`config.mk`:
```
export PLATFORM = sky130hd
export DESIGN_NAME = traffic_light_monitor
export DESIGN_NICKNAME = d
export VERILOG_FILES = /design/src/rtl/traffic_light_monitor.sv
export SDC_FILE = /design/constraint.sdc
export NUM_CORES = 1
export LEC_CHECK = 0
export CAP_MARGIN = 25
export CORE_MARGIN = 2
export CORE_UTILIZATION = 53
export CTS_CLUSTER_DIAMETER = 80
export DETAILED_ROUTE_END_ITERATION = 8
export PLACE_DENSITY = 0.73
export SETUP_SLACK_MARGIN = 0.5
export SYNTH_ARGS = -nofsm -noshare
export SYNTH_HDL_FRONTEND = slang
export SYNTH_SLANG_ARGS = --single-unit
```
`constraint.sdc`:
```
create_clock -name clk -period 5.3 [get_ports clk]
set_input_delay 1.06 -clock clk [delete_from_list [all_inputs] [get_ports clk]]
set_output_delay 1.06 -clock clk [all_outputs]
set_load 0.005 [all_outputs]
```
`src/rtl/traffic_light_monitor.sv`:
```
// Passive safety checker for the six T-junction lamp buses: encoding, sequencing,
// dwell and conflict rules, with sticky flags, first-fault id and a saturating count.
module traffic_light_monitor #(
    parameter int unsigned MIN_GREEN  = 5,
    parameter int unsigned MIN_YELLOW = 2,
    parameter int unsigned CNT_W      = 8
) (
    input  logic       clk,
    input  logic       rst,
    input  logic [2:0] w_to_e,
    input  logic [2:0] w_to_n,
    input  logic [2:0] e_to_w,
    input  logic [2:0] e_to_n,
    input  logic [2:0] n_to_e,
    input  logic [2:0] n_to_w,
    input  logic       clr_err,
    output logic       err_encoding,
    output logic       err_sequence,
    output logic       err_dwell,
    output logic       err_conflict,
    output logic       fault,
    output logic [2:0] fault_id,
    output logic [7:0] err_count
);

    typedef enum logic [2:0] {
        LAMP_RED = 3'b100,
        LAMP_YEL = 3'b010,
        LAMP_GRN = 3'b001
    } lamp_e;

    logic [2:0]       w_code     [6];
    logic [2:0]       w_prev_nxt [6];
    logic [CNT_W-1:0] w_cnt_nxt  [6];
    logic [2:0]       r_prev     [6];
    logic [CNT_W-1:0] r_cnt      [6];
    logic             r_armed;

    logic [5:0] w_enc_bad, w_seq_bad, w_dwell_bad, w_conf_lo, w_nonred;
    logic       w_any, w_fault_base;
    logic [2:0] w_new_id;
    logic [7:0] w_cnt_base;

    logic       r_err_enc, r_err_seq, r_err_dwell, r_err_conf;
    logic [2:0] r_fault_id;
    logic [7:0] r_err_count;

    assign w_code[0] = w_to_e;
    assign w_code[1] = w_to_n;
    assign w_code[2] = e_to_w;
    assign w_code[3] = e_to_n;
    assign w_code[4] = n_to_e;
    assign w_code[5] = n_to_w;

    function automatic logic [2:0] lowest_set(input logic [5:0] v);
        logic [2:0] idx;
        idx = 3'd7;
        for (int unsigned i = 0; i < 6; i++) begin
            if (v[i] && idx == 3'd7) idx = 3'(i);
        end
        return idx;
    endfunction

    always_comb begin
        for (int unsigned i = 0; i < 6; i++) begin
            w_enc_bad[i]   = !(w_code[i] == LAMP_RED || w_code[i] == LAMP_YEL || w_code[i] == LAMP_GRN);
            w_nonred[i]    = (w_code[i] == LAMP_YEL) || (w_code[i] == LAMP_GRN);
            w_seq_bad[i]   = 1'b0;
            w_dwell_bad[i] = 1'b0;
            w_prev_nxt[i]  = r_prev[i];
            w_cnt_nxt[i]   = r_cnt[i];
            // Illegal codes freeze that signal's history so the next legal code is judged against the last good one
            if (!w_enc_bad[i]) begin
                if (!r_armed || w_code[i] != r_prev[i]) begin
                    w_prev_nxt[i] = w_code[i];
                    w_cnt_nxt[i]  = CNT_W'(1);
                    if (r_armed) begin
                        if (r_prev[i] == LAMP_RED && w_code[i] == LAMP_GRN) begin
                            w_seq_bad[i] = 1'b0;
                        end else if (r_prev[i] == LAMP_GRN && w_code[i] == LAMP_YEL) begin
                            w_dwell_bad[i] = r_cnt[i] < CNT_W'(MIN_GREEN);
                        end else if (r_prev[i] == LAMP_YEL && w_code[i] == LAMP_RED) begin
                            w_dwell_bad[i] = r_cnt[i] < CNT_W'(MIN_YELLOW);
                        end else begin
                            w_seq_bad[i] = 1'b1;
                        end
                    end
                end else if (r_cnt[i] != '1) begin
                    w_cnt_nxt[i] = r_cnt[i] + CNT_W'(1);
                end
            end
        end
    end

    // Each conflict is attributed to the lower index of its pair
    assign w_conf_lo[0] = w_nonred[0] & (w_nonred[3] | w_nonred[4] | w_nonred[5]);
    assign w_conf_lo[1] = w_nonred[1] & (w_nonred[2] | w_nonred[3] | w_nonred[5]);
    assign w_conf_lo[2] = w_nonred[2] & w_nonred[5];
    assign w_conf_lo[3] = w_nonred[3] & w_nonred[5];
    assign w_conf_lo[4] = 1'b0;
    assign w_conf_lo[5] = 1'b0;

    assign w_any = |{w_enc_bad, w_conf_lo, w_seq_bad, w_dwell_bad};

    always_comb begin
        w_new_id = 3'd7;
        if (|w_enc_bad)        w_new_id = lowest_set(w_enc_bad);
        else if (|w_conf_lo)   w_new_id = lowest_set(w_conf_lo);
        else if (|w_seq_bad)   w_new_id = lowest_set(w_seq_bad);
        else if (|w_dwell_bad) w_new_id = lowest_set(w_dwell_bad);
    end

    assign w_fault_base = fault & !clr_err;
    assign w_cnt_base   = clr_err ? '0 : r_err_count;

    always_ff @(posedge clk or posedge rst) begin
        if (rst) begin
            for (int unsigned i = 0; i < 6; i++) begin
                r_prev[i] <= LAMP_RED;
                r_cnt[i]  <= '0;
            end
            r_armed     <= 1'b0;
            r_err_enc   <= 1'b0;
            r_err_seq   <= 1'b0;
            r_err_dwell <= 1'b0;
            r_err_conf  <= 1'b0;
            r_fault_id  <= 3'd7;
            r_err_count <= '0;
        end else begin
            for (int unsigned i = 0; i < 6; i++) begin
                r_prev[i] <= w_prev_nxt[i];
                r_cnt[i]  <= w_cnt_nxt[i];
            end
            r_armed     <= 1'b1;
            r_err_enc   <= (r_err_enc   & !clr_err) | (|w_enc_bad);
            r_err_seq   <= (r_err_seq   & !clr_err) | (|w_seq_bad);
            r_err_dwell <= (r_err_dwell & !clr_err) | (|w_dwell_bad);
            r_err_conf  <= (r_err_conf  & !clr_err) | (|w_conf_lo);
            if (w_any && !w_fault_base) r_fault_id <= w_new_id;
            else if (clr_err)           r_fault_id <= 3'd7;
            r_err_count <= w_cnt_base + {7'd0, (w_any && w_cnt_base != '1)};
        end
    end

    assign err_encoding = r_err_enc;
    assign err_sequence = r_err_seq;
    assign err_dwell    = r_err_dwell;
    assign err_conflict = r_err_conf;
    assign fault        = r_err_enc | r_err_seq | r_err_dwell | r_err_conf;
    assign fault_id     = r_fault_id;
    assign err_count    = r_err_count;

endmodule

```
======== Word-level counts from Yosys, hierarchy flattened ========
Cells that the tools add are included.
storage, ports and cells
  register bits ........................... 82
  input port bits ......................... 21
  output and inout bits ................... 16
  logic and storage cells ................. 379
operators by class
  multiplexer cells ....................... 159
  equality and inequality tests ........... 67
  bitwise operators ....................... 20
  reductions and logical operators ........ 95
  $lt $le $gt $ge ......................... 12
  add/sub/neg operators ................... 7
operators by type and width
  operator                                             number
  2-to-1 mux 3 bit                                     74
  2-to-1 mux 8 bit                                     13
  equality test 3 bit, second input constant           30
  2-to-1 mux 1 bit                                     72
  != test 8 bit, second input constant                 7
  adder 8 x 1 -> 8 bit, second input constant          6
  < comparator 8 x 2 -> 1 bit, second input constant   6
  < comparator 8 x 3 -> 1 bit, second input constant   6
  logical AND 1 bit                                    38
  equality test 3 x 1 -> 1 bit, second input constant  12
  equality test 3 x 2 -> 1 bit, second input constant  12
  logical OR 1 bit                                     24
  AND reduction 2 bit                                  12
  OR reduction 22 bit                                  1
  != test 3 bit                                        6
  OR reduction 6 bit                                   3
  nonzero test 2 bit                                   7
  OR 1 bit                                             11
  bitwise AND 1 bit                                    9
  logical NOT 1 bit                                    9
  adder 8 x 1 -> 8 bit                                 1
  OR reduction 4 bit                                   1

======== Depth between registers and ports, before layout ========
Gate-level depths: netlist (run 1).
  depth in word-level cells ............... 49
  mapped depth ............................ 14
  mapped depth without buffers ............ 14

======== Least setup slack after synthesis (run 1) ========
No wires, ideal clock.
  path kind ............................... input to register
  from .................................... in e_to_w[1]
  to ...................................... reg r_err_count[4] (netlist: err_count[4])
  stages on the path ...................... 11
  setup time .............................. 130 ps
  required time ........................... 5170 ps
  path slack .............................. 1950 ps
  path buffers ............................ 0
  arrival ................................. 3220 ps
  path through ............................ or4_1 o21ai_1 or4b_4 nand4_1 nor3b_2 a31oi_1 ha_1 ha_1 nand3_1 xor2_1 nor2_1
on the way
  longest elaborated chain between the ends .. 11
  elaborated cells on any way between the ends .. 31
  classes of those cells .................. add/sub (1); eq/ne (4); mux (12); bitwise (4); reduce/logical (10)
ends and longest elaborated chain
  what                      line    text
  start: declaration        12      input logic [2:0] e_to_w,
  equality test 3 bit       66, 82
  logical AND 1 bit         82      end else if (r_prev[i] == LAMP_YEL && w_code[i] == LAMP_RED) begin
  2-to-1 mux 1 bit          82
  2-to-1 mux 1 bit          80      end else if (r_prev[i] == LAMP_GRN && w_code[i] == LAMP_YEL) begin
  2-to-1 mux 1 bit          78      if (r_prev[i] == LAMP_RED && w_code[i] == LAMP_GRN) begin
  2-to-1 mux 1 bit          77      if (r_armed) begin
  2-to-1 mux 1 bit          74      if (!r_armed || w_code[i] != r_prev[i]) begin
  2-to-1 mux 1 bit          73      if (!w_enc_bad[i]) begin
  OR reduction 22 bit (*)   103     assign w_any = |{w_enc_bad, w_conf_lo, w_seq_bad, w_dwell_bad};
  logical AND 1 bit (*)     141     r_err_count <= w_cnt_base + {7'd0, (w_any && w_cnt_base != '1)};
  adder 8 x 1 -> 8 bit (*)  141
  end signal: assignment    141
  end: declaration          46      logic [7:0] r_err_count;
Every way passes the cells marked *; elsewhere a longest branch is shown, timed or not.
A chain may end at the register's enable or synchronous reset.

======== Worst setup path in the final report (run 1) ========
  from .................................... in e_to_w[2]
  to ...................................... reg r_err_count[6] (netlist: err_count[6])
Same word-level chain as after synthesis.

==> results.md, run 1 <==
* Slowest library cell on the worst path: clkdlybuf4s50_1
* Final hold vios at 0
* Drt via density at 5.84
* First-pass GRT wire length at 20,500 um
* Critical Path AT at 4.29 ns
* Crit path cell chain: clkdlybuf4s50_1 -> xor2_1 -> o21ai_1 -> or4b_4 -> nand4_1 -> nor3b_2 -> a31oi_1 -> ha_1 -> ha_1 -> nand3_1 -> xor2_1 -> nor2_1
* Setup TNS at 0 ns
* Reg clk slew, reported paths at about 0.080 ns
* Post-synth cell types at 76
* Syn Inst Count at 635
* Total power at roughly 1500 uW
* CTS tree: built
* Seq/Total Area, Yosys at 0.375
* Leakage power at approximately 0.0024 uW
* Drt total wl at 11,900 um
* GRT Total Usage at 0.221
* Final Max Slew Viols at 0
* Wirelength per Cell at 14.9 um
* Fin Clk Skew at 0.0128 ns
* Clock latency at the later pin of the worst-skew pair at 0.36 ns
* Die width at between 100 and 150 um
* Final Setup Violations at 0
* # fillers at 909
* Largest net degree at the start of global routing at 53
* Via Count at 4,680
* Maximum clock frequency at 0.246 GHz
* GR Overflow Total at 0
* Initial antenna violation count at 0
* DRT antenna net count at 0
* Clock share of power at 0.265
* # diodes at 0
* Root Driver: clkbuf_8
* Sequential share of power at 0.499
* #FFs+latches synth at 82
* Syn Area/Cell at a little under 9 um2
* Crit path launch type: input port
* Clock period minus final worst setup slack at 4.07 ns
* Unrepaired setup endpoints after global routing: false
* RePlAce Congestion at approximately 0.95
* Slew margin rel. at 0.499
* Sw power at 505 uW
* First-pass DRT Iterations at 5
* Worst Path Required at 5.52 ns
* Synth area leader: dfrtp_1
* Hold Path Class: register to register
* Max Cap Viol at 0
* Htree depth at 3
* Nets at between 600 and 700
* VDD IR-drop max at 116 uV
* Sink Count at 82
* Die area at 11,200 um2
* Synthesized area at 5500 um2
* Top_reg_cell synth: dfrtp_1
* Num CTS Buffers at 9
* Sw Ratio at 0.334
* Area Overhead vs Synth at 10.6%
* Die height at 106 um
* Share of layout cells above drive strength 1 at 0.0707
* Row cnt at 37
* Resize count post-CTS at 0
* Post-synth EDFFs at 0
* DRT iter0 DRCs at 293
* # hold bufs at CTS at 0
* Synthesized Nets at 670
* Critical path peak fanout at 13
* Fin crit share at 0.768
* Setup CP Type: input port to register
* CP peak stage delay at ~0.76 ns
* Commonest cells in the synthesized netlist: nor2_1, dfrtp_1, xor2_1
* Ports at 37
* Post-CTS setup buffer count at 0
* CP endpoint kind: register
* DRC Markers at 0
* Share of flip-flops with an asynchronous set or reset at 1.00
* Post-synth top area share at 0.332
* Starting Density at 0.540
* Final HPWL DP at 8760 um
* Most numerous cell in the Yosys netlist: nor2_1
* Run status: complete, no violations
* Power Density at 249 nW/um2
* Cell Int Power at about 1000 uW
* Worst Max-Slew Pin Slew at 0.746 ns
* Core ar. at around 10,000 um2
* Bufs on Longest Clock Path at 2
* Dominant cells by area after synthesis: dfrtp_1, xor2_1, nor2_1
* Combinational share of power at 0.237
* Syn. warnings at 0
* Port Buffers at 36
* Vias in the first global route at 4,445
-- placed cells by master, fill, tap and decap left out, drive strengths merged, types with 5 or more instances in the layout --
master         count
and4bb             5
a21oi             33
clkdlybuf4s50     36
nand4             19
nand3             24
nor3              21
xor2              41
and3               8
o32ai             10
nor3b              6
dfstp              9
nor4               6
a31oi             10
o21ai             46
inv               35
nor2              93
nand2             41
dfrtp             73
or3                7
ha                14
o22ai              6
and2               5
clkbuf            12
xnor2             25
nor4b              5
nand2b             5
-- metal layers --
metal,vias to the layer above,wire length (um),GRT usage
met5,-,0,0
li1,2308,-,-
met1,2243,5720,0.302
met2,113,5600,0.361
met3,16,469,0.0340
met4,0,145,0.0686
-- per-stage QoR --
stage | setup slack [ns] | hold WS, ns | utilization | cell area (um2) | instances
6_report | 1.23 | 0.512 | 0.597 | 6080 | 801
2_1_floorplan | 1.95 | 0.476 | - | 5500 | 635
3_5_place_dp | 0.899 | 0.496 | 0.579 | 5900 | 784
5_1_grt | 0.987 | 0.529 | 0.597 | 6080 | 801
4_1_cts | 1.28 | 0.508 | 0.595 | 6060 | 800
3_3_place_gp | 1.03 | 0.486 | 0.579 | 5900 | 784
-- final timing paths --
kind / start / end / slack [ns] / cells after the start
max in group asynchronous: rst / r_prev[8] / 3.69 / 3
setup / recovery: e_to_w[2] / err_count[6] / 1.23 / 12
hold reg to reg: r_prev[11] / r_prev[11] / 0.51 / 2
setup reg to reg: r_prev[9] / err_count[6] / 2.37 / 11
min in group asynchronous: rst / r_cnt[10] / 0.92 / 2
hold / removal: r_prev[11] / r_prev[11] / 0.51 / 2
-- flip-flops by register name, summed over array words and instances (netlist names) --
| register | cells |
|---|---|
| err_conflict | 1 |
| err_count | 8 |
| err_dwell | 1 |
| err_encoding | 1 |
| err_sequence | 1 |
| fault_id | 3 |
| r_armed | 1 |
| r_cnt | 48 |
| r_prev | 18 |
-- cell type report --
cell class                 instances  area, um2  share of cell area
multi-input combinational        493       3160               0.520
tap                              136        170              0.0280
inverter                          36        136              0.0224
clock buffer                      12        135              0.0222
sequential                        82       2060               0.339
timing repair buffer              38        388              0.0638
clock inverter                     4       28.8             0.00473
-- cells by family (layout without fill, tap and decap cells) --
kind of cell,Yosys count,after routing,share of synthesized area
compound gates,139,139,0.169
xor+xnor,66,66,0.105
fa+ha+maj,14,14,0.0319
buf+inv,60,90,0.0501
flops,82,82,0.375
mux,2,2,0.00455
other cells,1,1,0.000682
simple gates,271,271,0.263
-- power groups by stage --
stage	clock network, uW	logic, uW	registers [uW]
2_1_floorplan	0	272	739
3_3_place_gp	0	341	762
3_5_place_dp	0	355	764
4_1_cts	413	357	753
5_1_grt	436	400	765
6_report	401	358	755
-- critical path: cells and delay by family --
family	cells	cell delay [ns]
AO/OA/AOI/OAI	2	0.68
XOR/XNOR	2	0.30
adder cells (fa/ha/maj)	2	0.52
buffers and inverters	1	0.76
AND/OR/NAND/NOR	5	0.97
Note: power is estimated with default switching activity, not from simulation.
==> inputs of run 2 (changes only) <==
--- a/config.mk
+++ b/config.mk
@@ -10,7 +10,7 @@
 export CORE_UTILIZATION = 53
 export CTS_CLUSTER_DIAMETER = 80
 export DETAILED_ROUTE_END_ITERATION = 8
-export PLACE_DENSITY = 0.73
+export PLACE_DENSITY = 0.76
 export SETUP_SLACK_MARGIN = 0.5
 export SYNTH_ARGS = -nofsm -noshare
 export SYNTH_HDL_FRONTEND = slang
==> constraint.sdc (replaced) <==
create_clock -name clk -period 3.7 [get_ports clk]
set_input_delay 0.74 -clock clk [delete_from_list [all_inputs] [get_ports clk]]
set_output_delay 0.74 -clock clk [all_outputs]
set_load 0.005 [all_outputs]
==> run 2 against run 1 <==
Non-clock buffer count grew 41. Largest cell class unchanged. Die area is the same. Via count grew 4.6%. Sequential share of layout area shrank 2.1 points. Clock skew shrank 0.0048 ns. Power grew 48%. Combinational power grew 61%. Highest routed layer unchanged.
==> results.md, run 2 (same netlist as run 1, synthesis figures left out) <==
* Register with the most flip-flops: r_cnt
* Drt total wl at 13,000 um
* Slew margin rel. at 0.482
* Root Driver: clkbuf_8
* CP peak stage delay at roughly 0.55 ns
* Largest register FFs at 48
* Bufs on Longest Clock Path at 2
* Hold slack at just over 0.5 ns
* CP endpoint kind: register
* Leakage power at approximately 0.0028 uW
* Critical Path AT at 3.28 ns
* Final cell count without fillers at approximately 840
* GR Overflow Total at 0
* Sink Count at about 80
* GRT Total Usage at 0.236
* VDD IR-drop max at about 150 uV
* DRT antenna net count at 0
* Reg2Reg Depth at 10
* Vias in the first global route at 4,769
* Reg clk slew, reported paths at 0.09 ns
* # diodes at 0
* DRT iter0 DRCs at about 320
* Slowest library cell on the worst path: or4b_4
* Final Setup Violations at 0
* Largest net degree at the start of global routing at 32
* DRC Markers at 0
* Final hold vios at 0
* Clock latency at the later pin of the worst-skew pair at 0.37 ns
* First-pass GRT wire length at 21,600 um
* Sequential share of power at 0.481
* Fin Clk Skew at 0.00807 ns
* Sw Ratio at 0.334
* Worst Max-Slew Pin Slew at a little under 0.8 ns
* Drt via density at 5.81
* Combinational share of power at 0.256
* Critical path peak fanout at 7
* Final HPWL DP at 9680 um
* First-pass DRT Iterations at 4
* Starting Density at 0.540
* Ports at 37
* Post-CTS setup buffer count at 0
* Setup CP Type: input port to register
* Most common cell after layout, fill and taps aside: nor2_1
* Port Buffers at 36
* Htree depth at 3
* Clock share of power at 0.263
* Row cnt at 37
* Die area at ~11,000 um2
* Cell Int Power at 1500 uW
* Dpl cells at ~830
* Crit path cell chain: dlygate4sd2_1 -> or3b_1 -> o21a_4 -> or4b_4 -> nand4_1 -> nor3b_2 -> a31oi_1 -> ha_2 -> ha_4 -> nand3_1 -> xor2_1 -> nor2_1
* Core Util, Final at 0.636
* Wirelength per Cell at 15.4 um
* Die height at 106 um
* Max Cap Viol at 0
* Most frequent cells in the layout: nor2_1, dfrtp_1, buf_4, xor2_1, nand2_1
* Unrepaired setup endpoints after global routing: false
* Maximum clock frequency at 0.329 GHz
* Clock period minus final worst setup slack at 3.04 ns
* Core ar. at 10,200 um2
* RePlAce Congestion at 0.926
* CTS tree: built
* Num CTS Buffers at 9
* Worst Path Required at 3.94 ns
* Crit path launch type: input port
* Share of layout cells above drive strength 1 at 0.140
* Via Count at 4,893
* Area Overhead vs Synth at 17.8%
* Power Density at 347 nW/um2
* Hold Path Class: register to register
* Nets at 736
* Sw power at 751 uW
* Setup TNS at 0 ns
* Die width at between 100 and 150 um
* Run status: complete, no violations
* Fin crit share at 0.822
* # hold bufs at CTS at 0
* Worst hold path depth at 2
* Final Max Slew Viols at 0
* Initial antenna violation count at 0
==> run 2: final cells by class <==
cell class	count	area [um2]
fillers	826	3710
flip-flops and latches	82	2060
clock inverters	5	30.0
repair buffers	79	706
multi-input cells	493	3230
inverters	36	136
clock buffers	11	141
well taps	136	170
==> run 2: layer usage <==
metal	wire, um	up-vias	track usage	part of all wire
li1	-	2398	-	-
met1	5820	2359	0.305	0.45
met2	6450	120	0.399	0.50
met3	428	16	0.0315	0.033
met4	251	0	0.0987	0.019
met5	0	-	0	0
==> run 2: stage by stage <==
stage / area, um2 / power [uW] / worst slack (ns)
3_5_place_dp: 6210 / 1660 / 0.0161
6_report: 6480 / 2250 / 0.658
4_1_cts: 6380 / 2250 / 0.502
5_1_grt: 6480 / 2370 / 0.499
3_3_place_gp: 6210 / 1620 / 0.0907
2_1_floorplan: 5500 / 1450 / 0.670
==> run 2: worst paths after layout <==
kind                            from           end  slack [ns]
max reg2reg                  r_armed  err_count[4]        0.81
min reg2reg                r_prev[8]     r_prev[8]        0.52
max in group asynchronous        rst    r_prev[11]        2.25
min                        r_prev[8]     r_prev[8]        0.52
max                        e_to_n[2]  err_count[4]        0.66
min in group asynchronous        rst     r_prev[4]        0.69
==> run 2: power by group through the flow <==
stage                     Combinational [uW]  Clock [uW]  Sequential (uW)
after CTS                                562         609             1080
after floorplan                          390           0             1060
after detailed placement                 562           0             1090
after global routing                     638         642             1090
after global placement                   535           0             1090
final                                    575         591             1080
==> run 2: repair_timing <==
item / in CTS / in global routing
resized for setup: 8 / 22
pin swaps: 0 / 5
endpoints found under the setup margin: 2 / 4
==> run 2: worst max-delay path: cells and delay by family <==
family,cells,cell delay [ns]
adders and majority gates,2,0.39
AOI/OAI and AO/OA,2,0.36
buffers and inverters,1,0.31
xor gates and xnor gates,1,0.15
and+or+nand+nor,6,1.33
==> inputs of run 3 (changes only) <==
--- a/config.mk
+++ b/config.mk
@@ -10,7 +10,7 @@
 export CORE_UTILIZATION = 53
 export CTS_CLUSTER_DIAMETER = 80
 export DETAILED_ROUTE_END_ITERATION = 8
-export PLACE_DENSITY = 0.76
+export PLACE_DENSITY = 0.73
 export SETUP_SLACK_MARGIN = 0.5
 export SYNTH_ARGS = -nofsm -noshare
 export SYNTH_HDL_FRONTEND = slang
==> constraint.sdc (replaced) <==
create_clock -name clk -period 3 [get_ports clk]
set_input_delay 0.6 -clock clk [delete_from_list [all_inputs] [get_ports clk]]
set_output_delay 0.6 -clock clk [all_outputs]
set_load 0.005 [all_outputs]
==> run 3 against run 2 <==
Cell count up 11%. Sequential share of layout area down 4.4 points. Non-clock buffer count up 92. Largest cell class unchanged. First-iteration DRC count down 3.2%. Critical path depth up 1. Critical endpoint is now err_count[6]. Setup slack worse by 0.29 ns. Clock skew up 0.0072 ns. Combinational power up 65%.
==> results.md, run 3 (same netlist as run 1, synthesis figures left out) <==
* Die height at 106 um
* Met1 WL at 6510 um
* Via Count at 5,483
* CTS tree: built
* Clock latency at the later pin of the worst-skew pair at 0.37 ns
* Drt total wl at 15,400 um
* # fillers at 705
* Worst r2r src: r_prev[9]
* Run status: complete, no violations
* First-pass DRT Iterations at 5
* R2R Setup Slk at 0.38 ns
* Slew margin rel. at 0.660
* Ports at 37
* Final HPWL DP at 10,300 um
* Dpl ws at -0.430 ns
* Sink Count at 82
* # hold bufs at CTS at 0
* Power Density at 450 nW/um2
* DRT iter0 DRCs at 305
* Num CTS Buffers at 9
* Root Driver: clkbuf_8
* Die area at 11,200 um2
* WL met2 at 7780 um
* Vias in the first global route at 5,309
* Reg2Reg Depth at 11
* Most common cell after layout, fill and taps aside: buf_4
* Clock period minus final worst setup slack at 2.63 ns
* Register with the most flip-flops: r_cnt
* Max Cap Viol at 0
* Initial antenna violation count at 0
* Drt via density at 5.87
* Final Setup Violations at 0
* Top layer in use: met4
* Worst Path Required at 3.26 ns
* GR Overflow Total at 0
* Critical path peak fanout at 6
* Die width at 106 um
* Unrepaired setup endpoints after global routing: true
* Worst hold path depth at 3
* Row cnt at 37
* Fin crit share at 0.876
* Critical Path AT at 2.89 ns
* # diodes at 0
* Bufs on Longest Clock Path at 2
* Largest net degree at the start of global routing at 66
* Port Buffers at 36
* Fin Clk Skew at 0.0153 ns
* Htree depth at 3
* Crit path launch type: input port
* Starting Density at 0.540
* Area Overhead vs Synth at 36.7%
* Wirelength per Cell at 16.5 um
* Worst setup endpoint: err_count[6]
* Reg clk slew, reported paths at 0.10 ns
* Nets at 828
* DRT antenna net count at 0
* VDD IR-drop max at around 280 uV
* Final hold vios at 0
* Core ar. at 10,200 um2
* Share of layout cells above drive strength 1 at 0.307
* Worst Max-Slew Pin Slew at between 0.5 and 0.6 ns
* Total power at roughly 3400 uW
* Hold Path Class: input port to register
* Final setup margin at 0.373 ns
* Setup CP Type: input port to register
* DRC Markers at 0
* RePlAce Congestion at 1.01
* First-pass GRT wire length at 25,100 um
* Reg-to-reg endpoint: err_count[6]
* Final Max Slew Viols at 0
* Met3 wire len at 683 um
* Leakage power at roughly 0.0032 uW
* Maximum clock frequency at ~0.38 GHz
* Most frequent cells in the layout: buf_4, nor2_1, dfrtp_1, nand2_1, xor2_1
* CP endpoint kind: register
* GRT Total Usage at 0.278
* Largest register FFs at 48
* Critical Path Start: e_to_n[1]
run 3: changes by cell type in the layout (fill, tap and decap cells not counted), sizes merged, moves of 2 or more:
cell / delta
buf: +100
dlymetal6s2s: -10
clkdlybuf4s15: +5
bufinv: +4
clkdlybuf4s50: -3
clkinv: -2
dlygate4sd2: -2
run 3: through the flow:
stage / instance area, um2 / TNS [ns] / utilization / std cells / hold slack (ns)
floorplan: 5530 / 0 / - / 635 / 0.476
global placement: 6640 / -2.25 / 0.652 / 877 / 0.490
detailed placement: 6640 / -3.12 / 0.652 / 877 / 0.499
CTS: 7280 / 0 / 0.715 / 919 / 0.481
global route: 7510 / 0 / 0.738 / 934 / 0.507
finish: 7510 / 0 / 0.738 / 934 / 0.493
run 3: per-layer routing:
metal	global-route usage	vias up
met5	0	-
met4	0.131	0
met3	0.0328	36
met2	0.476	178
met1	0.350	2690
li1	-	2579
run 3: final cells by class:
cell class | count | area, um2 | area share
clock buffer | 10 | 138 | 0.0183
clock inverter | 6 | 138 | 0.0183
inverter | 36 | 139 | 0.0185
multi-input combinational | 493 | 3490 | 0.464
sequential | 82 | 2070 | 0.275
tap | 136 | 170 | 0.0226
timing repair buffer | 171 | 1380 | 0.183
run 3: worst max-delay path, cell delays in order:
cell and delay (ns):
buf_4 0.13, buf_4 0.15, xnor2_1 0.36, o22ai_1 0.18, a211oi_1 0.28, or3_1 0.19
nor3b_4 0.22, a31oi_2 0.12, ha_2 0.22, ha_4 0.17, nand3_2 0.07, xor2_1 0.15
nor2_1 0.05
run 3: what timing repair did:
action	in CTS	in global routing
gates cloned	2	0
gates resized for setup	94	31
hold endpoints to repair	0	0
endpoints found under the setup margin	12	11
pin swaps	23	28
buffers inserted	24	15
run 3: worst min path at each step:
stage                       to  startpoint  slack, ns
floorplan           r_prev[11]  r_prev[11]       0.48
global placement    r_prev[11]  r_prev[11]       0.49
detailed placement  r_prev[11]  r_prev[11]       0.50
CTS                  r_prev[8]   e_to_n[0]       0.48
global route         r_prev[8]   e_to_n[0]       0.51
finish               r_prev[8]   e_to_n[0]       0.49
run 3: report_power, final:
| part | switching (uW) | internal (uW) |
|---|---|---|
| logic | 475 | 472 |
| registers | 131 | 1200 |
| clock network | 438 | 663 |
| total | 1040 | 2340 |
